<file path="src/rtl/tri_fetch_pkg.sv">
`default_nettype none
// ============================================================================
// Package : tri_fetch_pkg
// Brief   : Shared graphics types for the triangle fetch front end.
// Rev     : 1.0 - initial release
// ============================================================================
package tri_fetch_pkg;

    localparam int VERTS_PER_TRI = 3;
    localparam int P_WIDTH_DEF   = 16;
    localparam int NUM_TRI_DEF   = 2048;
    localparam int TID_W_DEF     = $clog2(NUM_TRI_DEF);

    typedef logic signed [P_WIDTH_DEF-1:0] coord_t;

    // Memory word layout: x occupies the least-significant field
    typedef struct packed {
        coord_t z;
        coord_t y;
        coord_t x;
    } vertex_t;

    typedef logic [TID_W_DEF-1:0] tri_id_t;

    typedef enum logic [1:0] {
        ST_IDLE  = 2'd0,
        ST_FETCH = 2'd1,
        ST_HOLD  = 2'd2
    } fetch_state_t;

    typedef struct packed {
        logic       valid;
        logic [1:0] k;
    } rd_tag_t;

endpackage
`default_nettype wire

</file>
<file path="src/rtl/mem_read_tag_pipe.sv">
`default_nettype none
// ============================================================================
// Module : mem_read_tag_pipe
// Brief  : DEPTH-stage shift register that tracks which vertex slot each
//          outstanding memory read belongs to.
// Rev    : 1.0 - initial release
// ============================================================================
module mem_read_tag_pipe
    import tri_fetch_pkg::*;
#(
    parameter int DEPTH = 2
) (
    input  logic    clk_in,
    input  logic    rst_in,
    input  rd_tag_t tag_in,
    output rd_tag_t tag_out
);

    rd_tag_t [DEPTH-1:0] pipe_q;
    rd_tag_t [DEPTH-1:0] pipe_d;

    always_comb begin
        pipe_d    = '0;
        pipe_d[0] = tag_in;
        for (int i = 1; i < DEPTH; i++) begin
            pipe_d[i] = pipe_q[i-1];
        end
    end

    always_ff @(posedge clk_in) begin
        if (rst_in) begin
            pipe_q <= '0;
        end else begin
            pipe_q <= pipe_d;
        end
    end

    assign tag_out = pipe_q[DEPTH-1];

endmodule
`default_nettype wire

</file>
<file path="src/rtl/tri_fetch.sv">
`default_nettype none
// ============================================================================
// Module : tri_fetch
// Brief  : Walks a frame's triangles, reads three vertex words per triangle
//          and presents them with valid/ready, one triangle in flight.
// Rev    : 1.0 - initial release
// ============================================================================
module tri_fetch
    import tri_fetch_pkg::*;
#(
    parameter  int P_WIDTH     = 16,
    parameter  int NUM_TRI     = 2048,
    parameter  int MEM_LATENCY = 2,
    localparam int TID_W       = $clog2(NUM_TRI),
    parameter  int ADDR_W      = $clog2(3 * NUM_TRI)
) (
    input  logic                            clk_in,
    input  logic                            rst_in,
    input  logic                            start_in,
    input  logic [TID_W:0]                  tri_count_in,
    output logic                            rd_en_out,
    output logic [ADDR_W-1:0]               addr_out,
    input  logic [3*P_WIDTH-1:0]            rd_data_in,
    input  logic                            ready_in,
    output logic                            valid_out,
    output logic [TID_W-1:0]                tri_id_out,
    output logic [2:0][2:0][P_WIDTH-1:0]    P_out,
    output logic                            busy_out,
    output logic                            frame_done_out
);

    localparam logic [TID_W:0] MAX_COUNT = (TID_W+1)'(NUM_TRI);

    fetch_state_t                   state_q,  state_d;
    logic [TID_W:0]                 count_q,  count_d;
    logic [TID_W-1:0]               id_q,     id_d;
    logic [ADDR_W-1:0]              base_q,   base_d;
    logic [1:0]                     issue_k_q, issue_k_d;
    logic                           valid_q,  valid_d;
    logic [TID_W-1:0]               tri_id_q, tri_id_d;
    logic [2:0][2:0][P_WIDTH-1:0]   p_q,      p_d;
    logic                           done_q,   done_d;

    logic           w_issue;
    logic           w_last;
    logic [TID_W:0] w_count_clamped;
    rd_tag_t        w_tag_issue;
    rd_tag_t        w_tag_ret;

    assign w_issue = (state_q == ST_FETCH) && (issue_k_q != 2'(VERTS_PER_TRI));
    assign w_last  = ({1'b0, id_q} + (TID_W+1)'(1)) == count_q;
    assign w_count_clamped = (tri_count_in > MAX_COUNT) ? MAX_COUNT : tri_count_in;

    assign w_tag_issue.valid = w_issue;
    assign w_tag_issue.k     = issue_k_q;

    // Tags leave the pipe in the same cycle the matching read data arrives
    mem_read_tag_pipe #(
        .DEPTH (MEM_LATENCY)
    ) u_tag_pipe (
        .clk_in  (clk_in),
        .rst_in  (rst_in),
        .tag_in  (w_tag_issue),
        .tag_out (w_tag_ret)
    );

    always_comb begin
        state_d   = state_q;
        count_d   = count_q;
        id_d      = id_q;
        base_d    = base_q;
        issue_k_d = issue_k_q;
        valid_d   = valid_q;
        tri_id_d  = tri_id_q;
        p_d       = p_q;
        done_d    = 1'b0;

        if (w_tag_ret.valid) begin
            p_d[w_tag_ret.k] = rd_data_in;
        end

        case (state_q)
            ST_IDLE: begin
                if (start_in) begin
                    count_d = w_count_clamped;
                    if (w_count_clamped == '0) begin
                        done_d = 1'b1;
                    end else begin
                        id_d      = '0;
                        base_d    = '0;
                        issue_k_d = '0;
                        state_d   = ST_FETCH;
                    end
                end
            end
            ST_FETCH: begin
                if (w_issue) begin
                    issue_k_d = issue_k_q + 2'd1;
                end
                if (w_tag_ret.valid && (w_tag_ret.k == 2'd2)) begin
                    valid_d  = 1'b1;
                    tri_id_d = id_q;
                    state_d  = ST_HOLD;
                end
            end
            ST_HOLD: begin
                if (ready_in) begin
                    valid_d = 1'b0;
                    if (w_last) begin
                        done_d  = 1'b1;
                        state_d = ST_IDLE;
                    end else begin
                        id_d      = id_q + 1'b1;
                        base_d    = base_q + ADDR_W'(VERTS_PER_TRI);
                        issue_k_d = '0;
                        state_d   = ST_FETCH;
                    end
                end
            end
            default: state_d = ST_IDLE;
        endcase
    end

    always_ff @(posedge clk_in) begin
        if (rst_in) begin
            state_q   <= ST_IDLE;
            count_q   <= '0;
            id_q      <= '0;
            base_q    <= '0;
            issue_k_q <= '0;
            valid_q   <= 1'b0;
            tri_id_q  <= '0;
            p_q       <= '0;
            done_q    <= 1'b0;
        end else begin
            state_q   <= state_d;
            count_q   <= count_d;
            id_q      <= id_d;
            base_q    <= base_d;
            issue_k_q <= issue_k_d;
            valid_q   <= valid_d;
            tri_id_q  <= tri_id_d;
            p_q       <= p_d;
            done_q    <= done_d;
        end
    end

    assign rd_en_out      = w_issue;
    assign addr_out       = base_q + ADDR_W'(issue_k_q);
    assign valid_out      = valid_q;
    assign tri_id_out     = tri_id_q;
    assign P_out          = p_q;
    assign busy_out       = (state_q != ST_IDLE);
    assign frame_done_out = done_q;

endmodule
`default_nettype wire

</file>
<file path="config.mk">
export PLATFORM = sky130hd
export DESIGN_NAME = tri_fetch
export DESIGN_NICKNAME = d
export VERILOG_FILES = /design/src/rtl/tri_fetch_pkg.sv /design/src/rtl/mem_read_tag_pipe.sv /design/src/rtl/tri_fetch.sv
export SDC_FILE = /design/constraint.sdc
export NUM_CORES = 1
export LEC_CHECK = 0
export CORE_ASPECT_RATIO = 1.1
export CORE_UTILIZATION = 24
export CTS_CLUSTER_SIZE = 12
export DETAILED_ROUTE_END_ITERATION = 8
export PLACE_DENSITY_LB_ADDON = 0.1
export SYNTH_ARGS = -nofsm -noshare
export SYNTH_HDL_FRONTEND = slang
export SYNTH_SLANG_ARGS = --single-unit
export TNS_END_PERCENT = 5
</file>
<file path="constraint.sdc">
create_clock -name clk_in -period 6.25 [get_ports clk_in]
set_input_delay 1.25 -clock clk_in [delete_from_list [all_inputs] [get_ports clk_in]]
set_output_delay 1.25 -clock clk_in [all_outputs]
set_load 0.005 [all_outputs]
</file>
==> results of run 1 <==
-- where the power goes --
| group | total [mW] | switching [mW] | leakage [nW] | internal, mW |
|---|---|---|---|---|
| Combinational | 0.160 | 0.0851 | 1.76 | 0.0751 |
| Sequential | 1.32 | 0.0104 | 1.64 | 1.31 |
| Clock | 1.46 | 0.561 | 0.413 | 0.896 |
-- area by class of cell --
class	count	area [sq um]	area share (%)
clock buffer	37	741	6.38
clock inverter	7	88.8	0.765
inverter	9	33.8	0.291
multi-input combinational	738	3710	31.9
sequential	203	4060	35.0
tap	432	541	4.66
timing repair buffer	246	2440	21.0
-- cells by family (layout without fill, tap and decap cells) --
kind of cell | Yosys count | in the layout | synth area share [%]
adders and majority gates | 6 | 6 | 1.02
DFF | 203 | 203 | 50.1
buffers and inverters | 83 | 299 | 4.38
and+or+nand+nor | 461 | 461 | 24.6
muxes | 2 | 2 | 0.262
xor gates and xnor gates | 23 | 23 | 2.48
AOI/OAI and AO/OA | 246 | 246 | 17.2
-- worst reg2reg max path: stages (launching register included) --
cell                        delay [ps]
sky130_fd_sc_hd__dfxtp_1           490
sky130_fd_sc_hd__ha_1              310
sky130_fd_sc_hd__nand3_2           270
sky130_fd_sc_hd__or3_1             450
sky130_fd_sc_hd__a32o_1            250
sky130_fd_sc_hd__a2111oi_4         400
sky130_fd_sc_hd__and3_1            300
sky130_fd_sc_hd__a21o_1            150
sky130_fd_sc_hd__mux2_2            330
-- state kept, by name (all words and copies together) (netlist names) --
register,flops
base_q,13
frame_done_out,1
state_q,2
valid_out,1
id_q,11
count_q,12
issue_k_q,2
P_out,144
u_tag_pipe.tag_out,3
u_tag_pipe.pipe_d,3
tri_id_out,11
-- per-layer routing --
metal / global-route usage, % / up-vias / share of wire, % / routed length, microns
li1: - / 3817 / - / -
met1: 20.7 / 3446 / 45 / 12500
met2: 27.0 / 166 / 48 / 13300
met3: 2.70 / 25 / 5.1 / 1410
met4: 3.04 / 0 / 1.3 / 367
met5: 0 / - / 0 / 0
-- stage by stage --
step	worst slack [ps]	utilization [%]	hold WS [ps]	cells	cell area, sq um
global route	2080	34.9	460	1672	11600
CTS	2250	34.9	434	1672	11600
floorplan	3440	-	414	1024	8110
finish	2290	34.9	432	1672	11600
detailed placement	2760	32.4	420	1628	10800
global placement	2780	32.4	424	1628	10800
-- worst max-delay path by stage --
stage / startpoint / to / slack (ps) / cells after the start
after CTS: issue_k_q[0]$_SDFFE_PP0P_ / addr_out[12] / 2250 / 7
final: issue_k_q[0]$_SDFFE_PP0P_ / addr_out[12] / 2290 / 7
after detailed placement: tri_count_in[0] / base_q[5]$_SDFFE_PP0P_ / 2760 / 8
after floorplan: base_q[5]$_SDFFE_PP0P_ / addr_out[12] / 3440 / 7
after global routing: issue_k_q[0]$_SDFFE_PP0P_ / addr_out[12] / 2080 / 7
after global placement: tri_count_in[0] / base_q[5]$_SDFFE_PP0P_ / 2780 / 8
-- cells in the final DEF, fill, tap and decap left out, types with 2 or more instances in the layout --
cell type / Yosys / final
sky130_fd_sc_hd__a211oi_1: 2 / 2
sky130_fd_sc_hd__a21o_1: 5 / 5
sky130_fd_sc_hd__a21oi_1: 185 / 185
sky130_fd_sc_hd__a21oi_2: 6 / 6
sky130_fd_sc_hd__a22oi_1: 7 / 7
sky130_fd_sc_hd__a31oi_1: 5 / 5
sky130_fd_sc_hd__and2_1: 3 / 3
sky130_fd_sc_hd__and3_1: 4 / 4
sky130_fd_sc_hd__buf_4: 4 / 11
sky130_fd_sc_hd__bufinv_16: 0 / 2
sky130_fd_sc_hd__clkbuf_1: 61 / 5
sky130_fd_sc_hd__clkbuf_16: 0 / 25
sky130_fd_sc_hd__clkbuf_8: 0 / 7
sky130_fd_sc_hd__clkdlybuf4s50_1: 0 / 234
sky130_fd_sc_hd__clkinv_2: 0 / 4
sky130_fd_sc_hd__dfxtp_1: 203 / 203
sky130_fd_sc_hd__ha_1: 5 / 5
sky130_fd_sc_hd__inv_1: 9 / 9
sky130_fd_sc_hd__nand2_1: 333 / 333
sky130_fd_sc_hd__nand2b_1: 6 / 6
sky130_fd_sc_hd__nand3_1: 11 / 11
sky130_fd_sc_hd__nand3_2: 2 / 2
sky130_fd_sc_hd__nand4_1: 5 / 5
sky130_fd_sc_hd__nand4b_1: 9 / 9
sky130_fd_sc_hd__nor2_1: 39 / 38
sky130_fd_sc_hd__nor2b_1: 8 / 8
sky130_fd_sc_hd__nor3_1: 11 / 11
sky130_fd_sc_hd__nor3b_1: 6 / 5
sky130_fd_sc_hd__nor4_1: 2 / 2
sky130_fd_sc_hd__o21ai_0: 19 / 19
sky130_fd_sc_hd__o21ai_2: 5 / 5
sky130_fd_sc_hd__or2_2: 2 / 2
sky130_fd_sc_hd__or3_1: 4 / 4
sky130_fd_sc_hd__or4_1: 9 / 9
sky130_fd_sc_hd__xnor2_1: 14 / 14
sky130_fd_sc_hd__xor2_1: 9 / 9
==> key figures, run 1 <==
Status
  – Status: finished clean

Global route
  – Antenna violations before repair: 0
  – Largest net degree at the start of global routing: 74
  – Vias in the first global route: 7,366
  – Global-route total usage across every layer: 15.8%
  – Wire length of the first global-routing pass: 42.9 mm
  – Congestion Overflow GR: 0

Cells and area
  – Number of antenna repair diodes: 0
  – Share of layout cells above drive strength 1: 6.29%
  – Number of fill cells in the layout: 3,567
  – Nets@finish: 1,293
  – Synthesis-to-layout area growth: 43.1%

Synth
  – Net count after synthesis: 1,094
  – Combined area of all synthesized cells: 8110 sq um
  – Top-area cell type share of the netlist area: 50.1%
  – Share of synthesized flip-flops with an asynchronous set or reset: 0%
  – Number of flops mapped to enable cells by yosys: 0
  – Proportion of synthesized chip area in sequential cells: 50.1%
  – Average footprint of a synthesized cell: 7.92 sq um
  – Library cell occupying the most area in the post-synthesis netlist: sky130_fd_sc_hd__dfxtp_1
  – Most frequent cell after synthesis: sky130_fd_sc_hd__nand2_1
  – Post-synthesis sequential element count: 203
  – Number of synthesis warnings: 0
  – Flip-flop cell with the highest count after synthesis: sky130_fd_sc_hd__dfxtp_1
  – Number of cells produced by synthesis: 1,024
  – Count of distinct cell types in the synthesized netlist: 57
  – Synth top area cells: sky130_fd_sc_hd__dfxtp_1 (50%), sky130_fd_sc_hd__nand2_1 (15%), sky130_fd_sc_hd__a21oi_1 (11%)
  – Leading cell types by count after synthesis: sky130_fd_sc_hd__nand2_1 (333), sky130_fd_sc_hd__dfxtp_1 (203), sky130_fd_sc_hd__a21oi_1 (185)

Critical path
  – Crit-path slowest cell: sky130_fd_sc_hd__clkdlybuf4s50_1
  – Critical path data required time: 5000 ps
  – Sort of element at the start of the critical path: register
  – Endpoint of the worst register-to-register path: issue_k_q[1]$_SDFFE_PP0P_
  – Worst R2R Setup Slack: 3190 ps
  – CP bufs+invs: 2
  – Cell chain of the critical path: ha_1 -> inv_1 -> fa_1 -> nor3_1 -> nand3_1 -> xnor2_1 -> clkdlybuf4s50_1
  – CP max stage delay: 520 ps
  – Worst path top cell family by delay: adder cells
  – Reg-to-reg critical path startpoint: id_q[0]$_SDFFE_PP0P_
  – Data arrival time of the worst path: 2710 ps
  – Depth of the most critical reg-to-reg path: 8
  – Peak fanout along the critical path: 4
  – Crit Path Class: reg -> out
  – Kind of end point of the critical path: output pin

Clock tree
  – Number of buffers inserted to repair setup after CTS: 0
  – Insertion delay to the later sink of the worst-skew pair: 520 ps
  – CTS buffer count: 25
  – Hold buffer count at cts: 0
  – Maximum buffer depth of the clock tree: 3
  – TritonCTS clock tree: built
  – Number of instances resized during post-cts repair: 0
  – CTS H-tree lvls: 1
  – Number of sinks handled by clock tree synthesis: 203
  – Register clock-pin slew on the reported worst setup and hold paths: 60 ps
  – Clock Tree Root: sky130_fd_sc_hd__clkbuf_16

Worst hold path
  – Hold EP: u_tag_pipe.tag_out[2]$_SDFF_PP0_
  – Launch point of the worst hold path: u_tag_pipe.pipe_d[5]$_SDFF_PP0_
  – Class of the most critical hold timing path: reg -> reg
  – Instance count along the most critical hold path: 1

STA
  – Setup Viol. Count Final: 0
  – Worst slew pin tran: 770 ps
  – Count of final max-slew check failures: 0
  – Final hold violation count: 0
  – Portion of the clock cycle consumed by the worst path in the final layout: 63.3%
  – RSZ-0062 raised after global routing: false
  – Setup Skew: 8.51 ps
  – Setup tns final: 0 ps
  – Top achievable clock speed: 253 MHz
  – Final critical-path required period: 3960 ps
  – Worst slew margin relative to its limit: 48.7%

Drt
  – Average detailed-routed wire length per instance: 16.5 microns
  – Via count: 7,454
  – Violation count after the first detailed-routing iteration: 350
  – Vias per Instance: 4.46
  – Total wire length: 27.5 mm
  – First-pass iteration count of the detailed router: 4
  – DR DRC count: 0
  – Number of antenna-violating nets in the routed design: 0

Place
  – HPWL after DPL: 17.9 mm
  – Weighted congestion at the end of routability-driven global placement: 0.762
  – IO buf count: 235

Floorplan
  – Die Footprint: 34,500 sq um
  – Initial cell density of the core: 24.4%
  – Vert. Die Dim: 195 microns
  – Overall die width: 177 microns
  – Boundary Pins: 236
  – Area inside the core boundary: 33,300 sq um
  – Site row count: 70

Power and ir drop
  – Worst vdd rail ir drop: 0.186 mV
  – Cell area power density: 253 nW/um^2
  – Total power consumption of the routed design: 2.94 mW
  – Lkg Pwr: 3.82 nW

Run
  – Number of maximum-capacitance violations: 0
Note: power is estimated with default switching activity, not from simulation.
==> inputs of run 2 (changes only) <==
==> constraint.sdc (replaced) <==
create_clock -name clk_in -period 3.81 [get_ports clk_in]
set_input_delay 0.762 -clock clk_in [delete_from_list [all_inputs] [get_ports clk_in]]
set_output_delay 0.762 -clock clk_in [all_outputs]
set_load 0.005 [all_outputs]
==> key figures, run 2 (synthesized netlist as in run 1, its figures left out) <==
Cells and area
  – Nets@finish: 1,292
  – Most frequent cells in the layout: sky130_fd_sc_hd__nand2_1 (333), sky130_fd_sc_hd__clkdlybuf4s50_1 (234), sky130_fd_sc_hd__dfxtp_1 (203)
  – Final instance count without filler cells: 1,672
  – Most common library cell in the layout ignoring fill and taps: sky130_fd_sc_hd__nand2_1
  – Max FFs per register: 144
  – Synthesis-to-layout area growth: 43.2%
  – Share of layout cells above drive strength 1: 6.29%
  – Number of antenna repair diodes: 0
  – Post-layout instance area: 11,600 sq um

Critical path
  – Kind of end point of the critical path: output pin
  – Data arrival time of the worst path: 2740 ps
  – Peak fanout along the critical path: 4
  – Critical path data required time: 3050 ps
  – Sort of element at the start of the critical path: register
  – Crit Path Class: reg -> out

Place
  – Dpl cell area: 10,800 sq um
  – Cell count after placement: 1,627
  – IO buf count: 235
  – HPWL after DPL: 18.0 mm
  – Weighted congestion at the end of routability-driven global placement: 0.744

Clock tree
  – Clock Tree Root: sky130_fd_sc_hd__clkbuf_16
  – Maximum buffer depth of the clock tree: 3
  – Hold buffer count at cts: 0
  – Register clock-pin slew on the reported worst setup and hold paths: 60 ps
  – Number of sinks handled by clock tree synthesis: 203
  – TritonCTS clock tree: built
  – Number of buffers inserted to repair setup after CTS: 0
  – Insertion delay to the later sink of the worst-skew pair: 510 ps
  – Number of instances resized during post-cts repair: 0
  – CTS buffer count: 25
  – CTS H-tree lvls: 1

Drt
  – Total wire length: 27.4 mm
  – First-pass iteration count of the detailed router: 5
  – Violation count after the first detailed-routing iteration: 373
  – Vias per Instance: 4.52
  – DR DRC count: 0
  – Average detailed-routed wire length per instance: 16.4 microns
  – Via count: 7,562
  – Number of antenna-violating nets in the routed design: 0

STA
  – Count of final max-slew check failures: 0
  – Final critical-path required period: 3500 ps
  – Setup Skew: 8.41 ps
  – Setup tns final: 0 ps
  – Worst slew pin tran: 813 ps
  – Final hold violation count: 0
  – Top achievable clock speed: 285 MHz
  – Setup Viol. Count Final: 0
  – Worst slew margin relative to its limit: 45.5%
  – Portion of the clock cycle consumed by the worst path in the final layout: 92.0%
  – RSZ-0062 raised after global routing: false

Floorplan
  – Overall die width: 177 microns
  – Boundary Pins: 236
  – Site row count: 70
  – Area inside the core boundary: 33,300 sq um
  – Vert. Die Dim: 195 microns
  – Die Footprint: 34,500 sq um
  – Initial cell density of the core: 24.4%

Power and ir drop
  – Worst vdd rail ir drop: 0.257 mV
  – Cell area power density: 414 nW/um^2
  – Lkg Pwr: 3.81 nW

Global route
  – Largest net degree at the start of global routing: 94
  – Wire length of the first global-routing pass: 42.1 mm
  – Global-route total usage across every layer: 15.4%
  – Antenna violations before repair: 0
  – Vias in the first global route: 7,231
  – Congestion Overflow GR: 0

Status
  – Status: finished clean

Run
  – Number of maximum-capacitance violations: 0

Worst hold path
  – Class of the most critical hold timing path: reg -> reg
-- run 2: critical path: stages, from the launching register on --
cell	delay, ps
sky130_fd_sc_hd__dfxtp_1	370
sky130_fd_sc_hd__ha_1	190
sky130_fd_sc_hd__inv_1	60
sky130_fd_sc_hd__fa_1	440
sky130_fd_sc_hd__nor3_1	350
sky130_fd_sc_hd__nand3_1	140
sky130_fd_sc_hd__xnor2_1	170
sky130_fd_sc_hd__clkdlybuf4s50_1	520
-- run 2: final cells by class --
| class | instances | area (sq um) |
|---|---|---|
| Multi-Input combinational cell | 738 | 3710 |
| Clock buffer | 37 | 731 |
| Clock inverter | 8 | 96.3 |
| Fill cell | 3586 | 21700 |
| Inverter | 9 | 33.8 |
| Tap cell | 432 | 541 |
| Sequential cell | 203 | 4060 |
| Timing Repair Buffer | 245 | 2440 |
-- run 2: final timing paths --
kind	startpoint	endpoint	slack, ps	cells past startpoint
setup / recovery	issue_k_q[0]$_SDFFE_PP0P_	addr_out[12]	310	7
hold / removal	u_tag_pipe.pipe_d[5]$_SDFF_PP0_	u_tag_pipe.tag_out[2]$_SDFF_PP0_	440	1
setup reg to reg	id_q[0]$_SDFFE_PP0P_	base_q[7]$_SDFFE_PP0P_	850	8
hold reg to reg	u_tag_pipe.pipe_d[5]$_SDFF_PP0_	u_tag_pipe.tag_out[2]$_SDFF_PP0_	440	1
-- run 2: stage by stage --
stage	power, mW	setup WS (ps)	util, %	hold WS, ps
2_1_floorplan	2.32	1300	-	414
3_3_place_gp	2.48	855	32.4	419
3_5_place_dp	2.48	837	32.4	426
4_1_cts	4.92	247	34.9	441
5_1_grt	5.02	96.1	34.9	455
6_report	4.81	306	34.9	435
-- run 2: power by group --
group          switching [mW]  leakage [nW]  internal, mW  total, mW
clock network           0.923         0.407          1.46       2.38
registers              0.0174          1.64          2.15       2.16
logic                   0.141          1.76         0.125      0.266
-- run 2: metal layers --
layer  up-vias  share of wire (%)  routed length (microns)  GRT usage, %
met5         -                  0                        0             0
met3        26                5.1                     1390          2.84
met2       177                 48                    13200          26.4
li1       3825                  -                        -             -
met1      3534                 45                    12400          20.1
met4         0                1.3                      365          3.23
